===== config.mk =====
export PLATFORM = sky130hd
export DESIGN_NAME = barrel_rotator_left_pipelined
export DESIGN_NICKNAME = d
export VERILOG_FILES = /design/src/rtl/barrel_rotator_left_pipelined_pkg.sv /design/src/rtl/barrel_rotator_left_stage.sv /design/src/rtl/barrel_rotator_left_pipelined.sv
export SDC_FILE = /design/constraint.sdc
export NUM_CORES = 1
export LEC_CHECK = 0
export CAP_MARGIN = 20
export CORE_MARGIN = 5
export CORE_UTILIZATION = 51
export DETAILED_ROUTE_END_ITERATION = 8
export PLACE_DENSITY_LB_ADDON = 0.15
export SYNTH_ARGS = -nofsm -noshare
export SYNTH_HDL_FRONTEND = slang
export SYNTH_SLANG_ARGS = --single-unit

===== constraint.sdc =====
create_clock -name clock -period 1.7 [get_ports clock]
set_input_delay 0.34 -clock clock [delete_from_list [all_inputs] [get_ports clock]]
set_output_delay 0.34 -clock clock [all_outputs]
set_load 0.03 [all_outputs]

===== src/rtl/barrel_rotator_left_pipelined_pkg.sv =====
// rtl/barrel_rotator_left_pipelined_pkg.sv - shared helpers for the pipelined left rotator
`ifndef CLOG2
`define CLOG2(x) $clog2(x)
`endif

package barrel_rotator_left_pipelined_pkg;

  // Fixed left-rotate distance applied by a stage; wraps for non-power-of-two widths.
  function automatic int unsigned stage_amount(input int unsigned width,
                                               input int unsigned stage_index);
    return (32'd1 << stage_index) % width;
  endfunction

endpackage


===== src/rtl/barrel_rotator_left_stage.sv =====
// rtl/barrel_rotator_left_stage.sv - one pipeline stage: conditional fixed rotate plus register slice
module barrel_rotator_left_stage
  import barrel_rotator_left_pipelined_pkg::*;
#(
  parameter int WIDTH         = 8,
  parameter int ROTATION_BITS = 3,
  parameter int STAGE_INDEX   = 0
) (
  input  logic                     clock,
  input  logic                     reset,
  input  logic                     in_valid,
  input  logic [WIDTH-1:0]         in_data,
  input  logic [ROTATION_BITS-1:0] in_rotation,
  output logic                     in_ready,
  output logic                     out_valid,
  output logic [WIDTH-1:0]         out_data,
  output logic [ROTATION_BITS-1:0] out_rotation,
  input  logic                     out_ready
);

  localparam int unsigned AMOUNT = stage_amount(WIDTH, STAGE_INDEX);

  logic [WIDTH-1:0] rotated;

  always_comb begin
    rotated = in_data;
    if (in_rotation[STAGE_INDEX]) begin
      rotated = (in_data << AMOUNT) | (in_data >> (WIDTH - AMOUNT));
    end
  end

  // Slot is free when empty or when its occupant leaves on this same edge.
  assign in_ready = !out_valid || out_ready;

  always_ff @(posedge clock or posedge reset) begin
    if (reset) begin
      out_valid    <= 1'b0;
      out_data     <= '0;
      out_rotation <= '0;
    end else if (in_ready) begin
      out_valid <= in_valid;
      if (in_valid) begin
        out_data     <= rotated;
        out_rotation <= in_rotation;
      end
    end
  end

endmodule


===== src/rtl/barrel_rotator_left_pipelined.sv =====
// rtl/barrel_rotator_left_pipelined.sv - left rotator, one register stage per rotation bit
module barrel_rotator_left_pipelined
  import barrel_rotator_left_pipelined_pkg::*;
#(
  parameter int WIDTH      = 8,
  parameter int WIDTH_LOG2 = `CLOG2(WIDTH)
) (
  input  logic                  clock,
  input  logic                  reset,
  input  logic [WIDTH-1:0]      upstream_data,
  input  logic [WIDTH_LOG2-1:0] upstream_rotation,
  input  logic                  upstream_valid,
  output logic                  upstream_ready,
  output logic [WIDTH-1:0]      downstream_data,
  output logic                  downstream_valid,
  input  logic                  downstream_ready,
  output logic                  empty
);

  // Index 0 is the upstream port; index k+1 is the output of stage k.
  logic [WIDTH_LOG2:0]                 valid_chain;
  logic [WIDTH_LOG2:0]                 ready_chain;
  logic [WIDTH_LOG2:0][WIDTH-1:0]      data_chain;
  logic [WIDTH_LOG2:0][WIDTH_LOG2-1:0] rotation_chain;
  logic                                unused_rotation;

  assign valid_chain[0]          = upstream_valid;
  assign data_chain[0]           = upstream_data;
  assign rotation_chain[0]       = upstream_rotation;
  assign ready_chain[WIDTH_LOG2] = downstream_ready;

  for (genvar k = 0; k < WIDTH_LOG2; k++) begin : g_stage
    barrel_rotator_left_stage #(
      .WIDTH        (WIDTH),
      .ROTATION_BITS(WIDTH_LOG2),
      .STAGE_INDEX  (k)
    ) u_stage (
      .clock       (clock),
      .reset       (reset),
      .in_valid    (valid_chain[k]),
      .in_data     (data_chain[k]),
      .in_rotation (rotation_chain[k]),
      .in_ready    (ready_chain[k]),
      .out_valid   (valid_chain[k+1]),
      .out_data    (data_chain[k+1]),
      .out_rotation(rotation_chain[k+1]),
      .out_ready   (ready_chain[k+1])
    );
  end

  assign upstream_ready   = ready_chain[0];
  assign downstream_valid = valid_chain[WIDTH_LOG2];
  assign downstream_data  = data_chain[WIDTH_LOG2];
  assign empty            = ~|valid_chain[WIDTH_LOG2:1];

  // All rotation bits are consumed once the last stage has rotated.
  assign unused_rotation = ^rotation_chain[WIDTH_LOG2];

endmodule

==> out/results.ini, run 1 <==
[run_status]
status=complete, no violations

[pwr]
cellLeakagePower_nw=0.766
irDropWorstVdd_v=0.000890
powerDensity_nw_per_um2=1260

[timing]
final.period_utilization_pct=92.6
finalHoldViolations=0
slew_viol_final=0
fin_crit_ns=1.57
rsz0062_at_grt=false
finClkSkew_ns=0.00269
finalSetupTns_ns=0
relSlewSlack_pct=71.7
max_freq_mhz=635
setup_viol_count_final=0
worstMarginPinSlew_ns=0.424

[yosys]
synth_edf_count=0
synth_largest_area_cell=dfrtp_1
syn-num-nets=140
syn_avg_cell_area_um2=11.9
synth_warnings=0
ys_ff_latch=30
synth.distinct_cells=19
synth_common_cells=dfrtp_1 (30), a21oi_1 (24), mux2_2 (19), mux2i_1 (16)
ys_seq_area_share_pct=50.5
synthArstFlopShare_pct=100
synthTopCellsByArea=dfrtp_1 (51%), mux2_2 (14%), mux2i_1 (11%)
yosysMostFrequentCell=dfrtp_1
ys.flop_type=dfrtp_1
syn-cell-area_um2=1490
netlist_instances=125
synth_top_area_share_pct=50.5

[floorplanning]
dieWidth_um=64.0
fp-row-count=19
die_h_um=64.0
initial_core_util_pct=53.4
pin_count=26
dieArea_um2=4090
core_region_area_um2=2780

[final_layout]
multi_input_area_um2=626
drive_above_1_share_pct=24.7
regArea_um2=751
stdcell_count=177
n_antenna_cell=0
area_delta_synth_final_pct=18.8
nFillCells=230
finalNetCount=161

[critical_path]
worst-setup-path-type=primary input to output port
path_delay_family=buffers and inverters
cp_slowest_stage_delay_ns=0.43
crit_chain=clkdlybuf4s50_1 -> nand4b_4 -> buf_4
crit_buf_inv=2
crit_arrival_ns=1.23
required_ns=1.36
critPathMaxFanout=7
crit_slowest_cell=clkdlybuf4s50_1
cp-start-kind=primary input
cp-end-kind=output port

[global_routing]
grt_pass1_wl_um=4940
grt_pass1_vias=1085
grt_overflow=0
track_usage_pct=15.5
antenna_found_initial=0
grt_start_max_net_pins=31

[place]
dp_cells=170
gp_congestion=0.692
portBuffers=25
dpl.hpwl_um=2020

[drt]
routed_via_density=5.50
firstDrtPassIters=4
drc=0
post_drt_wl_per_cell_um=15.0
routed_wl_um=2650
drtIter0Drc=33
maxUsedRoutingLayer=met4
ant_nets=0
wl_met3_um=141
wl_met2_um=1310
vias=973
wl_met1_um=1160

[worst_hold_path]
worstHoldPathType=primary input to async pin

[cts]
cts_buffers=5
cts_max_path_buffers=2
htreeDepth=2
clockRootBuffer=clkbuf_4
cts_tree=done
clk_pin_slew_ns=0.08
post_cts_buffers=0
insertion_delay_ns=0.31
cts_sinks=30

[flow_run]
cap_viol_max_count=0

[cell type report]
type,instances,share of cell area [%]
Sequential cell,30,42.5
Timing Repair Buffer,31,16.9
Multi-Input combinational cell,76,35.4
Inverter,2,0.425
Clock buffer,7,2.55
Tap cell,31,2.20
[sequential cells by signal, indices dropped and copies added (netlist names)]
| name | cells |
|---|---|
| g_stage.u_stage.out_data | 24 |
| g_stage.u_stage.out_rotation | 3 |
| g_stage.u_stage.out_valid | 3 |
[final timing paths]
kind                                                 from                             end  slack (ns)  depth (start not counted)
setup / recovery                         downstream_ready                  upstream_ready        0.13                          3
hold / removal                                      reset  g_stage[2].u_stage.out_data[3]        0.40                          3
setup reg to reg             g_stage[1].u_stage.out_valid  g_stage[1].u_stage.out_data[7]        0.38                          3
hold reg to reg            g_stage[2].u_stage.out_data[7]  g_stage[2].u_stage.out_data[7]        0.53                          2
max in group asynchronous                           reset    g_stage[1].u_stage.out_valid        1.03                          3
min in group clock         g_stage[2].u_stage.out_data[7]  g_stage[2].u_stage.out_data[7]        0.53                          2
[layout by cell type, fill, tap and decap left out]
| master | count |
|---|---|
| and2_1 | 1 |
| o21bai_1 | 1 |
| mux2_2 | 19 |
| clkdlybuf4s50_1 | 14 |
| inv_2 | 1 |
| nand2b_2 | 1 |
| dfrtp_1 | 30 |
| buf_4 | 8 |
| o21ai_4 | 1 |
| nor3_1 | 1 |
| nand2b_1 | 1 |
| a31oi_1 | 8 |
| nand2_1 | 2 |
| nand4b_4 | 1 |
| inv_1 | 1 |
| clkbuf_1 | 2 |
| a21oi_1 | 24 |
| dlygate4sd2_1 | 4 |
| mux2i_1 | 16 |
| clkbuf_4 | 5 |
| dlymetal6s2s_1 | 5 |
[cells by family (layout without fill, tap and decap cells)]
| group | after synthesis | in the layout | synth area share (%) |
|---|---|---|---|
| AOI/OAI and AO/OA | 34 | 34 | 13.0 |
| buffers and inverters | 19 | 40 | 7.41 |
| DFF | 30 | 30 | 50.5 |
| muxes | 35 | 35 | 25.2 |
| and+or+nand+nor | 7 | 7 | 3.87 |
[where the power goes]
| group | switching (mW) | leakage, nW | total (mW) | internal (mW) |
|---|---|---|---|---|
| sequential | 0.156 | 0.329 | 1.07 | 0.910 |
| clock | 0.217 | 0.0254 | 0.373 | 0.156 |
| combinational | 0.400 | 0.412 | 0.782 | 0.382 |
[per-stage QoR]
| stage | area [um2] | hold slack, ns | total power, mW | utilization, % | setup WS [ns] |
|---|---|---|---|---|---|
| 6_report | 1770 | 0.400 | 2.22 | 63.5 | 0.126 |
| 3_3_place_gp | 1710 | 0.505 | 1.87 | 61.6 | -0.0158 |
| 4_1_cts | 1750 | 0.396 | 2.26 | 63.0 | 0.000294 |
| 2_1_floorplan | 1490 | 0.431 | 1.72 | - | 0.0680 |
| 3_5_place_dp | 1710 | 0.514 | 1.91 | 61.6 | -0.0918 |
| 5_1_grt | 1770 | 0.424 | 2.39 | 63.5 | 0.0672 |
[worst reg2reg max path, stage by stage, from the launching register on]
cell	delay, ns
dfrtp_1	0.45
inv_2	0.09
o21ai_4	0.30
mux2_2	0.38
[timing repair]
action                                  in CTS  in global routing
resized for setup                            4                  5
endpoints found under the setup margin       4                  5
hold buffers                                 0                  0
[per-layer routing]
metal  GRT usage (%)  vias up
met5               0        -
met4            6.23        0
met3            5.78        6
met2            25.6       24
met1            18.2      454
li1                -      489
Note: power is estimated with default switching activity, not from simulation.
==> run 2: changes to the inputs <==
--- a/config.mk
+++ b/config.mk
@@ -9,3 +9,3 @@
 export CORE_MARGIN = 5
-export CORE_UTILIZATION = 51
+export CORE_UTILIZATION = 54
 export DETAILED_ROUTE_END_ITERATION = 8
@@ -14,2 +14,3 @@
 export SYNTH_HDL_FRONTEND = slang
+export SYNTH_HIERARCHICAL = 1
 export SYNTH_SLANG_ARGS = --single-unit
--- a/constraint.sdc
+++ b/constraint.sdc
@@ -3,2 +3,2 @@
 set_output_delay 0.34 -clock clock [all_outputs]
-set_load 0.03 [all_outputs]
+set_load 0.01 [all_outputs]
==> out/results.ini, run 2 <==
[run_status]
status=complete, no violations

[yosys]
netlist_instances=132
synth_warnings=6
syn-num-nets=147
syn_avg_cell_area_um2=11.9
syn-cell-area_um2=1570

[drt]
routed_wl_um=2700
vias=1062
post_drt_wl_per_cell_um=14.3
ant_nets=0
drc=0
firstDrtPassIters=4
routed_via_density=5.65
drtIter0Drc=47

[critical_path]
crit_slowest_cell=clkdlybuf4s50_1
cp-start-kind=primary input
worst-setup-path-type=primary input to output port
path_delay_family=buffers and inverters
crit_chain=clkdlybuf4s50_1 -> nand2b_4 -> nand2b_4 -> nand2b_4 -> buf_2
reg2regPathDepth=6
cp-end-kind=output port
crit_arrival_ns=1.31
reg2reg_to=g_stage[0].u_stage/out_rotation[2]
crit_buf_inv=2
required_ns=1.36
r2r_start=g_stage[2].u_stage/out_valid
r2r_setup_slack_ns=0.21
critPathMostFrequentCell=nand2b_4
critPathMaxFanout=3
cp_slowest_stage_delay_ns=0.40

[pwr]
powerDensity_nw_per_um2=1150
p_total_mw=2.09
irDropWorstVdd_v=0.000877
cellLeakagePower_nw=0.796

[final_layout]
n_antenna_cell=0
drive_above_1_share_pct=18.5
final_common_cell=dfrtp_1
top_register=g_stage.u_stage/out_data
area_delta_synth_final_pct=16.2
top_regs=g_stage.u_stage/out_data x24, g_stage.u_stage/out_rotation x3, g_stage.u_stage/out_valid x3
final_util_pct=65.5
fin_area_um2=1820
nFillCells=241
multi_input_area_um2=659
mostFrequentLayoutCells=dfrtp_1 (28), mux2i_1 (24), a31oi_1 (24)
finalNetCount=172
largest_register_ff_count=24
regArea_um2=753

[cts]
post_cts_buffers=0
clockRootBuffer=clkbuf_4
insertion_delay_ns=0.31
cts_tree=done
cts_max_path_buffers=2
cts_buffers=5
clk_pin_slew_ns=0.09
htreeDepth=2
cts_sinks=30

[place]
dpl.hpwl_um=2090
portBuffers=25
placed_area_um2=1770
gp_congestion=0.759
pre_cts_ws_ns=-0.343

[timing]
finalHoldViolations=0
finalSetupTns_ns=0
fin_crit_ns=1.65
finClkSkew_ns=0.00570
max_freq_mhz=608
setup_viol_count_final=0
worstMarginPinSlew_ns=0.424
relSlewSlack_pct=71.7
final.setup.worst_slack_ns=0.0541
rsz0062_at_grt=false
slew_viol_final=0
final.period_utilization_pct=96.8

[global_routing]
grt_pass1_wl_um=4720
grt_overflow=0
antenna_found_initial=0
track_usage_pct=14.6
grt_pass1_vias=1047
grt_start_max_net_pins=19

[floorplanning]
die_h_um=63.9
core_region_area_um2=2780
dieArea_um2=4080
dieWidth_um=63.9
fp-row-count=19
initial_core_util_pct=56.4
pin_count=26

[flow_run]
cap_viol_max_count=0

[worst_hold_path]
worstHoldPathType=primary input to async pin

## run 2: what timing repair did
item,CTS,global route
resized for setup,6,0
hold buffers,0,0
setup endpoints to repair,2,0
## run 2: power breakdown
part,switching (mW),internal (mW),leakage (nW)
clock network,0.218,0.195,0.0314
logic,0.262,0.375,0.442
registers,0.156,0.888,0.322
total,0.635,1.46,0.796
## run 2: through the flow
| step | hold slack, ns | std cells |
|---|---|---|
| floorplan | 0.168 | 132 |
| global placement | 0.508 | 181 |
| detailed placement | 0.533 | 181 |
| CTS | 0.345 | 188 |
| global route | 0.373 | 188 |
| finish | 0.366 | 188 |
## run 2: metal layers
metal | track usage [%] | vias up | wire [um]
met1 | 17.4 | 495 | 1170
met2 | 24.6 | 30 | 1370
li1 | - | 535 | -
met4 | 6.23 | 0 | 14
met5 | 0 | - | 0
met3 | 3.85 | 2 | 135
## run 2: layout make-up
type,count,share of cell area [%]
Tap cell,31,2.13
Multi-Input combinational cell,84,36.2
Timing Repair Buffer,33,16.7
Sequential cell,30,41.3
Inverter,3,0.618
Clock buffer,7,3.02
## run 2: worst max path at each step
stage	slack [ns]	cells after the start	from	to
4_1_cts	0.05	5	downstream_ready	upstream_ready
3_3_place_gp	-0.35	5	downstream_ready	upstream_ready
2_1_floorplan	-0.15	9	g_stage[2].u_stage/out_valid	upstream_ready
6_report	0.05	5	downstream_ready	upstream_ready
5_1_grt	0.001	5	downstream_ready	upstream_ready
3_5_place_dp	-0.34	5	downstream_ready	upstream_ready
## run 2: worst reg2reg max path: stages (launching register included)
cell and delay, ns:
dfrtp_2 0.44, nand2b_4 0.08, nand2b_4 0.12, nand2b_4 0.14, buf_4 0.22, nand2_4 0.08, mux2_4 0.30
==> run 3: changes to the inputs <==
- CORE_ASPECT_RATIO: unset -> 0.75
==> out/results.ini, run 3 (synthesis results as in run 2) <==
[floorplanning]
core_region_area_um2=2700
initial_core_util_pct=58.0
dieWidth_um=72.2
fp-row-count=16
dieArea_um2=4090
pin_count=26
die_h_um=56.7

[timing]
slew_viol_final=0
fin_crit_ns=1.63
whs_ns=0.390
worstMarginPinSlew_ns=0.486
final.setup.worst_slack_ns=0.0659
finClkSkew_ns=0.00166
finalHoldViolations=0
setup_viol_count_final=0
relSlewSlack_pct=67.6
final.period_utilization_pct=96.1
rsz0062_at_grt=false
max_freq_mhz=612

[critical_path]
crit_chain=clkdlybuf4s50_1 -> nand2b_4 -> nand2b_4 -> nand2b_4 -> buf_2
crit_arrival_ns=1.29
crit_buf_inv=2
crit_slowest_cell=clkdlybuf4s50_1
cp-start-kind=primary input
required_ns=1.36
worst-setup-path-type=primary input to output port
critPathMaxFanout=2
cp-end-kind=output port
path_delay_family=buffers and inverters
critPathMostFrequentCell=nand2b_4
cp_slowest_stage_delay_ns=0.40

[place]
gp_congestion=0.717
placed_area_um2=1780
pre_cts_ws_ns=-0.337
dp_cells=185
dpl.hpwl_um=2230
portBuffers=25

[drt]
routed_wl_um=2930
routed_via_density=5.51
vias=1064
ant_nets=0
drtIter0Drc=48
drc=0
post_drt_wl_per_cell_um=15.2
firstDrtPassIters=4

[cts]
htreeDepth=2
clk_pin_slew_ns=0.06
cts_tree=done
cts_buffers=5
clockRootBuffer=clkbuf_8
ctsResizeCount=6
cts_sinks=30
insertion_delay_ns=0.27
hold_buffers=0
post_cts_buffers=0
cts_max_path_buffers=2

[final_layout]
largest_register_ff_count=24
stdcell_count=193
mostFrequentLayoutCells=dfrtp_1 (28), mux2i_1 (24), a31oi_1 (24)
top_regs=g_stage.u_stage/out_data x24, g_stage.u_stage/out_rotation x3, g_stage.u_stage/out_valid x3
n_antenna_cell=0
fin_area_um2=1870
top_register=g_stage.u_stage/out_data
final_common_cell=dfrtp_1
drive_above_1_share_pct=18.5
nFillCells=215
finalNetCount=171
area_delta_synth_final_pct=19.2

[pwr]
powerDensity_nw_per_um2=1220
irDropWorstVdd_v=0.000567
power.internal_mw=1.59
p_clk_share_pct=25.4
p_comb_share_pct=28.4
cellLeakagePower_nw=0.812
p_seq_share_pct=46.2
p_sw_mw=0.681
p_total_mw=2.27
sw_frac_of_total_pct=29.9

[global_routing]
grt_pass1_vias=1078
antenna_found_initial=0
grt_start_max_net_pins=19
grt_overflow=0
track_usage_pct=16.7
grt_pass1_wl_um=5260

[run_status]
status=complete, no violations

[flow_run]
cap_viol_max_count=0

[worst_hold_path]
worstHoldPathType=primary input to async pin

[run 3: cell types whose count changed in the layout (fill, tap and decap cells not counted)]
cell      change
clkbuf_4      -5
clkbuf_8      +5
buf_4         -2
buf_12        +1
clkinv_2      +1
[run 3: worst reg2reg max path: cells and delay by family (launching register included)]
| kind | cells | cell delay [ns] |
|---|---|---|
| buffers and inverters | 1 | 0.22 |
| flip-flops | 1 | 0.44 |
| AND/OR/NAND/NOR | 4 | 0.39 |
| multiplexers | 1 | 0.29 |
[run 3: final cells by class]
| type | instances | area, um2 | area share, % |
|---|---|---|---|
| repair buffers | 32 | 309 | 16.5 |
| multi-input cells | 84 | 659 | 35.3 |
| inverters | 3 | 11.3 | 0.602 |
| clock buffers | 7 | 86.3 | 4.62 |
| well taps | 36 | 45.0 | 2.41 |
| flip-flops and latches | 30 | 753 | 40.3 |
| clock inverters | 1 | 5.00 | 0.268 |
[run 3: per-layer routing]
layer	global-route usage, %	wire, um	vias up
met2	22.0	1310	24
met3	6.24	149	2
met5	0	0	-
li1	-	-	540
met4	5.63	19	0
met1	24.8	1450	498
[run 3: final timing paths]
path,slack [ns],start,cells after the start,end
max,0.07,downstream_ready,5,upstream_ready
min,0.39,reset,2,g_stage[2].u_stage/out_data[4]
max reg2reg,0.24,g_stage[2].u_stage/out_valid,6,g_stage[0].u_stage/out_rotation[2]
min reg2reg,0.52,g_stage[0].u_stage/out_rotation[2],1,g_stage[0].u_stage/out_rotation[2]
max in group asynchronous,0.96,reset,2,g_stage[0].u_stage/out_valid
min in group clock,0.52,g_stage[0].u_stage/out_rotation[2],1,g_stage[0].u_stage/out_rotation[2]
[run 3: through the flow]
step | TNS (ns) | util, %
2_1_floorplan | -0.747 | -
3_3_place_gp | -0.650 | 66.0
3_5_place_dp | -0.812 | 66.0
4_1_cts | 0 | 69.2
5_1_grt | 0 | 69.2
6_report | 0 | 69.2
[run 3: power groups by stage]
| stage | registers [mW] | logic, mW | clock network, mW |
|---|---|---|---|
| after floorplan | 1.04 | 0.436 | 0 |
| after global placement | 1.05 | 0.640 | 0 |
| after detailed placement | 1.07 | 0.653 | 0 |
| after CTS | 1.05 | 0.652 | 0.595 |
| after global routing | 1.08 | 0.712 | 0.631 |
| final | 1.05 | 0.646 | 0.576 |
